<file path="config.mk">
export PLATFORM = sky130hd
export DESIGN_NAME = uart_rx_fifo_flat
export DESIGN_NICKNAME = d
export VERILOG_FILES = /design/src/rtl/uart_rx_fifo_if.sv /design/src/rtl/uart_rx_fifo.sv /design/src/flat_wrapper.sv
export SDC_FILE = /design/constraint.sdc
export NUM_CORES = 1
export LEC_CHECK = 0
export BUFFER_PORTS_ARGS = -buffer_cell sky130_fd_sc_hd__buf_2
export CAP_MARGIN = 0
export CORE_ASPECT_RATIO = 1.2
export CORE_MARGIN = 4
export CORE_UTILIZATION = 25
export CTS_BUF_LIST = sky130_fd_sc_hd__clkbuf_2 sky130_fd_sc_hd__clkbuf_4 sky130_fd_sc_hd__clkbuf_8
export CTS_CLUSTER_SIZE = 24
export DETAILED_ROUTE_END_ITERATION = 10
export HOLD_SLACK_MARGIN = 0.15
export PLACE_DENSITY = 0.36
export SETUP_SLACK_MARGIN = 0.15
export SYNTH_ARGS = -nofsm -noshare
export SYNTH_HDL_FRONTEND = slang
export SYNTH_SLANG_ARGS = --single-unit
</file>
<file path="constraint.sdc">
create_clock -name sysclk -period 7.64 [get_ports sysclk]
set_input_delay 1.146 -clock sysclk [delete_from_list [all_inputs] [get_ports sysclk]]
set_output_delay 1.146 -clock sysclk [all_outputs]
set_load 0.01 [all_outputs]
</file>
<file path="src/rtl/uart_rx_fifo_if.sv">
// Byte-queue bus between the UART receiver / CPU side (master) and the
// receive FIFO (slave).
interface uart_rx_fifo_if #(
  parameter int ADDR_W = 3
);
  logic              RX_STATUS;
  logic [7:0]        RX_DATA;
  logic              RD_EN;
  logic              CLR_OVF;
  logic [7:0]        RD_DATA;
  logic              EMPTY;
  logic              FULL;
  logic [ADDR_W:0]   COUNT;
  logic              OVERFLOW;

  modport master (
    output RX_STATUS, RX_DATA, RD_EN, CLR_OVF,
    input  RD_DATA, EMPTY, FULL, COUNT, OVERFLOW
  );

  modport slave (
    input  RX_STATUS, RX_DATA, RD_EN, CLR_OVF,
    output RD_DATA, EMPTY, FULL, COUNT, OVERFLOW
  );
endinterface

</file>
<file path="src/rtl/uart_rx_fifo.sv">
// First-word-fall-through byte FIFO behind the UART receiver: one push per
// rising edge of the byte-done strobe, sticky overflow on dropped bytes.
module uart_rx_fifo #(
  parameter int DEPTH  = 8,
  parameter int ADDR_W = 3
) (
  input  logic            sysclk,
  input  logic            reset,
  uart_rx_fifo_if.slave   bus
);

  localparam logic [ADDR_W:0] FULL_CNT = (ADDR_W + 1)'(DEPTH);

  logic [7:0]        mem_q [DEPTH];
  logic [ADDR_W-1:0] wr_ptr_q, wr_ptr_d;
  logic [ADDR_W-1:0] rd_ptr_q, rd_ptr_d;
  logic [ADDR_W:0]   count_q, count_d;
  logic              empty_q, empty_d;
  logic              full_q, full_d;
  logic              ovf_q, ovf_d;
  logic              rx_status_q;
  logic              armed_q, armed_d;

  logic              push_s;
  logic              pop_s;
  logic              wr_en_s;
  logic              drop_s;

  // armed_q stays low after reset until the strobe has been seen low, so a
  // byte still signalled while reset releases is not queued a second time.
  always_comb begin
    push_s   = bus.RX_STATUS & ~rx_status_q & armed_q;
    pop_s    = bus.RD_EN & ~empty_q;
    wr_en_s  = push_s & (~full_q | pop_s);
    drop_s   = push_s & full_q & ~pop_s;
    armed_d  = armed_q | ~bus.RX_STATUS;
    wr_ptr_d = wr_en_s ? wr_ptr_q + {{(ADDR_W-1){1'b0}}, 1'b1} : wr_ptr_q;
    rd_ptr_d = pop_s   ? rd_ptr_q + {{(ADDR_W-1){1'b0}}, 1'b1} : rd_ptr_q;
    case ({wr_en_s, pop_s})
      2'b10:   count_d = count_q + {{ADDR_W{1'b0}}, 1'b1};
      2'b01:   count_d = count_q - {{ADDR_W{1'b0}}, 1'b1};
      default: count_d = count_q;
    endcase
    empty_d = (count_d == {(ADDR_W+1){1'b0}});
    full_d  = (count_d == FULL_CNT);
    if (drop_s) begin
      ovf_d = 1'b1;
    end else if (bus.CLR_OVF) begin
      ovf_d = 1'b0;
    end else begin
      ovf_d = ovf_q;
    end
  end

  // Pointers, occupancy, status flags and strobe history.
  always_ff @(posedge sysclk or negedge reset) begin
    if (!reset) begin
      wr_ptr_q    <= {ADDR_W{1'b0}};
      rd_ptr_q    <= {ADDR_W{1'b0}};
      count_q     <= {(ADDR_W+1){1'b0}};
      empty_q     <= 1'b1;
      full_q      <= 1'b0;
      ovf_q       <= 1'b0;
      rx_status_q <= 1'b0;
      armed_q     <= 1'b0;
    end else begin
      wr_ptr_q    <= wr_ptr_d;
      rd_ptr_q    <= rd_ptr_d;
      count_q     <= count_d;
      empty_q     <= empty_d;
      full_q      <= full_d;
      ovf_q       <= ovf_d;
      rx_status_q <= bus.RX_STATUS;
      armed_q     <= armed_d;
    end
  end

  // Storage array; contents survive reset and are masked by EMPTY.
  always_ff @(posedge sysclk) begin
    if (wr_en_s) begin
      mem_q[wr_ptr_q] <= bus.RX_DATA;
    end
  end

  assign bus.RD_DATA  = empty_q ? 8'h00 : mem_q[rd_ptr_q];
  assign bus.EMPTY    = empty_q;
  assign bus.FULL     = full_q;
  assign bus.COUNT    = count_q;
  assign bus.OVERFLOW = ovf_q;

endmodule

</file>
<file path="src/flat_wrapper.sv">
// flat-port wrapper written by rule: the top's interface ports become plain ports
module uart_rx_fifo_flat 
#(
  parameter int DEPTH  = 8,
  parameter int ADDR_W = 3
)
  (sysclk, reset, bus_RX_STATUS, bus_RX_DATA, bus_RD_EN, bus_CLR_OVF, bus_RD_DATA, bus_EMPTY, bus_FULL, bus_COUNT, bus_OVERFLOW);
  uart_rx_fifo_if #(.ADDR_W(ADDR_W)) bus_i ();
  input  logic sysclk;
  input  logic reset;
  input wire logic [$bits(bus_i.RX_STATUS)-1:0] bus_RX_STATUS;
  input wire logic [$bits(bus_i.RX_DATA)-1:0] bus_RX_DATA;
  input wire logic [$bits(bus_i.RD_EN)-1:0] bus_RD_EN;
  input wire logic [$bits(bus_i.CLR_OVF)-1:0] bus_CLR_OVF;
  output wire logic [$bits(bus_i.RD_DATA)-1:0] bus_RD_DATA;
  output wire logic [$bits(bus_i.EMPTY)-1:0] bus_EMPTY;
  output wire logic [$bits(bus_i.FULL)-1:0] bus_FULL;
  output wire logic [$bits(bus_i.COUNT)-1:0] bus_COUNT;
  output wire logic [$bits(bus_i.OVERFLOW)-1:0] bus_OVERFLOW;
  assign bus_i.RX_STATUS = bus_RX_STATUS;
  assign bus_i.RX_DATA = bus_RX_DATA;
  assign bus_i.RD_EN = bus_RD_EN;
  assign bus_i.CLR_OVF = bus_CLR_OVF;
  assign bus_RD_DATA = bus_i.RD_DATA;
  assign bus_EMPTY = bus_i.EMPTY;
  assign bus_FULL = bus_i.FULL;
  assign bus_COUNT = bus_i.COUNT;
  assign bus_OVERFLOW = bus_i.OVERFLOW;
  uart_rx_fifo #(.DEPTH(DEPTH), .ADDR_W(ADDR_W)) u_core (.sysclk(sysclk), .reset(reset), .bus(bus_i));
endmodule
</file>
# Word-level counts from Yosys, hierarchy flattened
# Memory sizes are Yosys's and may differ from the RTL's.
# Index checks and enable logic that the tools add are counted.
[word_totals]
mem_bits_rw = 64
word_cells = 37
input_bits = 13
output_inout_bits = 15
reg_bits = 15
mem_count = 1
[mem_list]
columns = ["memory", "words", "word_bits", "read_ports", "rd_clocked_by_memory_dff", "wr", "line_no", "text"]
rows = [
  ["u_core.mem_q", 8, 8, 1, 0, 1, "uart_rx_fifo.sv:14", "logic [7:0] mem_q [DEPTH];"],
]
[classes]
n_eq_ne = 3
n_reduce_logical = 2
mux = 6
n_addsub = 4
bitwise = 13
[op_table]
columns = ["operator", "count"]
rows = [
  ["8-bit two-way mux", 1],
  ["4-bit one-hot mux with 2 select lines", 1],
  ["3-bit by 1-bit adder with 3-bit output, second input constant", 2],
  ["1-bit bitwise AND", 6],
  ["1-bit NOT", 5],
  ["4-bit by 1-bit adder with 4-bit output, second input constant", 1],
  ["4-bit == test, second input constant", 1],
  ["4-bit logical NOT", 1],
  ["1-bit two-way mux", 4],
  ["4-bit by 1-bit subtractor with 4-bit output, second input constant", 1],
  ["2-bit by 1-bit == test with 1-bit output, second input constant", 1],
  ["2-bit == test, second input constant", 1],
  ["1-bit OR", 2],
  ["2-bit nonzero test", 1],
]

# Depth between registers and ports, before layout
[depth]
depth_word = 7
mapped_depth = 11
depth_no_buf = 10

# Worst setup path after synthesis
# Ideal clock, no wire load.
[synth_path]
path_type = "input port to flip-flop"
start = "input port bus_RX_STATUS"
end = "register u_core.empty_q (netlist: u_core.bus.EMPTY)"
arrival_ns = 2.980
setup_ns = 0.081
stages = 10
n_path_buf = 0
slack_ns = 4.579
path_cell_list = "nand3b_1 > a21oi_2 > inv_1 > ha_1 > xor2_1 > ha_1 > nor3b_1 > nor2_1 > a211o_1 > a211oi_2"
[synth_via]
elab_chain_len = 6
[synth_lines]
columns = ["element", "line_no", "text"]
rows = [
  ["start: declaration", "flat_wrapper.sv:11", "input wire logic [$bits(bus_i.RX_STATUS)-1:0] bus_RX_STATUS;"],
  ["1-bit bitwise AND (*) (2 in series)", "uart_rx_fifo.sv:32", "push_s = bus.RX_STATUS & ~rx_status_q & armed_q;"],
  ["1-bit bitwise AND (*)", "uart_rx_fifo.sv:34", "wr_en_s = push_s & (~full_q | pop_s);"],
  ["2-bit by 1-bit == test with 1-bit output or 2-bit == test (tied branches)", "uart_rx_fifo.sv:39", "case ({wr_en_s, pop_s})"],
  ["4-bit one-hot mux with 2 select lines (*)", "uart_rx_fifo.sv:39", ""],
  ["4-bit logical NOT (*)", "uart_rx_fifo.sv:44", "empty_d = (count_d == {(ADDR_W+1){1'b0}});"],
  ["net u_core.empty_d", "uart_rx_fifo.sv:18", "logic empty_q, empty_d;"],
  ["end signal: assignment", "uart_rx_fifo.sv:70", "empty_q <= empty_d;"],
  ["end: declaration", "uart_rx_fifo.sv:18", ""],
]
# The timed path passes the listed nets; every way through them passes the cells marked *.
# A chain may end at the register's enable or synchronous reset.

# Final worst setup path
[layout_path]
start = "register u_core.rd_ptr_q[1]"
end = "output port bus_RD_DATA[4]"
[layout_via]
elab_chain_len = 2
[layout_lines]
columns = ["element", "line_no", "text"]
rows = [
  ["start: declaration", "uart_rx_fifo.sv:16", "logic [ADDR_W-1:0] rd_ptr_q, rd_ptr_d;"],
  ["start signal: assignment", "uart_rx_fifo.sv:59", "rd_ptr_q <= {ADDR_W{1'b0}};"],
  ["start signal: assignment", "uart_rx_fifo.sv:68", "rd_ptr_q <= rd_ptr_d;"],
  ["memory read 8 x 8 bit", "--", ""],
  ["8-bit two-way mux", "uart_rx_fifo.sv:85", "assign bus.RD_DATA = empty_q ? 8'h00 : mem_q[rd_ptr_q];"],
  ["end: declaration", "flat_wrapper.sv:15", "output wire logic [$bits(bus_i.RD_DATA)-1:0] bus_RD_DATA;"],
]
# No other way between the ends.

==> results.yml <==
status:
  status: "complete, no violations"
die:
  start_util: 0.257
  core_mm2: 0.0128
  ios: 28
  die_area_mm2: 0.0151
  rows: 45
  die_w_um: 113
  die_y_um: 134
sta:
  fmax_mhz: 311
  period_needed_ns: 3.22
  period_share: 0.422
  hold_violations: 0
  fin_setup_tns_ns: 0
  rsz0062_at_grt: "no"
  clock_skew_ns: 0.00844
  tightest_slew_ns: 1.05
  slew_headroom: 0.298
  setup_ws_ns: 4.42
  setup_viol_count_final: 0
  slew_violations: 0
logic_synthesis:
  syn_inst: 180
  yosys.area_share.simple: 0.0670
  synth_compound_area_frac: 0.0221
  synth.top_cell.area_share: 0.585
  synth_warnings: 0
  synthAdderAreaFrac: 0.0190
  avgSynthCellArea_um2: 18.3
  synth.area.mux_share: 0.149
  synthXorXnorAreaFrac: 0.0213
  ys_ff_latch: 79
  syn-cell-area_mm2: 0.00329
  synthTopCellsByArea: "edfxtp_1, dfrtp_1, mux4_2"
  synth-seq-area-share: 0.699
  syn-num-nets: 198
  synth_top_family_by_area: "multiplexers"
  ys_types: 36
  synth_top_area_cell: "edfxtp_1"
critical_path:
  worstPathArrival_ns: 2.07
  cp-start-kind: "flip-flop"
  critPathRequiredTime_ns: 6.49
  cp_max_fo: 18
  endpoint_kind: "output port"
  path_class: "flip-flop to output port"
routing:
  via_per_inst: 4.22
  drc: 0
  finalWirelength_um: 6840
  vias: 1617
  drtIter0Drc: 68
  first_pass_iters: 4
  ant_nets: 0
  wl_per_cell_um: 17.8
place:
  gp_congestion: 0.648
  place.detailed.hpwl_um: 4190
  io_buffers: 27
  pre_cts_slack_ns: 4.22
  dp.cells: 367
global_routing:
  grt_use_total: 0.0945
  grt_max_degree: 19
  grt_pass1_vias: 1720
  grt_pass1_wl_um: 10300
  gr-total-overflow: 0
  antenna_found_initial: 0
clock_network:
  insertion_delay_ns: 0.35
  ctsHoldBuffers: 0
  cts_root_buf: "clkbuf_8"
  postCtsSetupBuffers: 0
  cts_tree: "yes"
  clock_sinks: 79
  clock_path_buffers: 2
  clk_pin_slew_ns: 0.08
  htreeDepth: 3
  cts_made_buffers: 9
  post_cts_resized: 0
power_and_ir_drop:
  total_power_mw: 1.37
  peakVddDrop_uv: 97.7
  powerDensity_mw_per_mm2: 360
  p_leak_nw: 1.34
run:
  maxCapViolCount: 0
layout:
  drive_gt1_frac: 0.279
  area_delta_synth_final_pct: 15.9
  final_util: 0.298
  stdcell_count: 383
  nets: 232
  diodes: 0
worst_hold_path:
  worstHoldPathType: "flip-flop to flip-flop"
==> critical path, stage by stage (launching register included) <==
cell,delay (ns)
dfrtp_1,0.90
mux4_1,0.41
mux2i_1,0.21
nor2_1,0.07
buf_2,0.14
==> where the power goes <==
part | leakage (nW) | switching, mW | internal [mW]
registers | 0.755 | 0.0861 | 0.527
logic | 0.484 | 0.199 | 0.215
clock network | 0.103 | 0.160 | 0.185
total | 1.34 | 0.445 | 0.927
==> cell families (layout without fill, tap and decap cells) <==
| family | count (synthesis) | in the layout |
|---|---|---|
| simple gates | 42 | 42 |
| mux | 26 | 26 |
| fa+ha+maj | 5 | 5 |
| xor+xnor | 8 | 8 |
| compound gates | 9 | 9 |
| flops | 79 | 79 |
| buf+inv | 11 | 50 |
==> final timing paths <==
path	start	to	slack, ns	cells after the start
worst max-delay path	u_core.rd_ptr_q[1]	bus_RD_DATA[4]	4.42	4
worst min-delay path	u_core.armed_q	u_core.armed_q	0.48	1
min in group asynchronous	reset	u_core.bus.FULL	0.70	1
worst max register to register	u_core.bus.EMPTY	u_core.bus.EMPTY	4.91	10
worst min register to register	u_core.armed_q	u_core.armed_q	0.48	1
max in group asynchronous	reset	u_core.bus.EMPTY	6.64	1
==> sequential cells by signal (all words and copies together) (netlist names) <==
register / flops
u_core.mem_q: 64
u_core.rd_ptr_q: 3
u_core.rx_status_q: 1
u_core.wr_ptr_q: 3
u_core.bus.OVERFLOW: 1
u_core.armed_q: 1
u_core.bus.FULL: 1
u_core.bus.COUNT: 4
u_core.bus.EMPTY: 1
==> metal layers <==
layer  up-vias  part of all wire  wire length, µm  GRT usage
met2        38              0.49             3370      0.153
met1       807              0.45             3050      0.122
met4         0            0.0086               59     0.0341
met5         -                 0                0          0
met3         4             0.052              354     0.0259
li1        768                 -                -          -
==> synthesized netlist by cell type (all sizes together) <==
| library cell | n |
|---|---|
| o22ai | 1 |
| mux2i | 8 |
| and3 | 1 |
| or2 | 1 |
| a21oi | 3 |
| xnor2 | 6 |
| dfstp | 1 |
| nor3 | 3 |
| ha | 5 |
| buf | 7 |
| nand2 | 9 |
| edfxtp | 64 |
| and3b | 1 |
| a2bb2oi | 1 |
| nor2b | 1 |
| o21ai | 1 |
| mux4 | 16 |
| mux2 | 2 |
| nand2b | 6 |
| nand4 | 1 |
| nor2 | 15 |
| nand3b | 1 |
| a211o | 2 |
| nand4b | 1 |
| a211oi | 1 |
| nor3b | 2 |
| xor2 | 2 |
| inv | 4 |
| dfrtp | 14 |
==> cells in the final DEF (no fill, tap or decap), drive strengths merged, types with 2 or more instances in the layout <==
cell	count
mux4	16
ha	5
nor3b	2
nor3	3
clkbuf	9
clkinv	2
xor2	2
edfxtp	64
mux2	2
nand2	9
bufinv	2
xnor2	6
buf	30
dfrtp	14
a211o	2
mux2i	8
clkinvlp	2
nor2	15
a21oi	3
nand2b	6
inv	5
==> layout make-up <==
type                            instances  area [µm²]
Multi-Input combinational cell         90         915
Inverter                                4        15.0
Clock inverter                          7        96.3
Fill cell                            1257        8970
Timing Repair Buffer                   30         158
Clock buffer                            9         124
Sequential cell                        79        2300
Tap cell                              164         205
==> metrics by stage <==
step                hold slack, ns  area, µm²
finish                       0.481       3810
global route                 0.498       3810
CTS                          0.485       3810
detailed placement           0.462       3590
global placement             0.474       3590
floorplan                    0.435       3290
No activity file was read; power rests on OpenSTA's default activity.
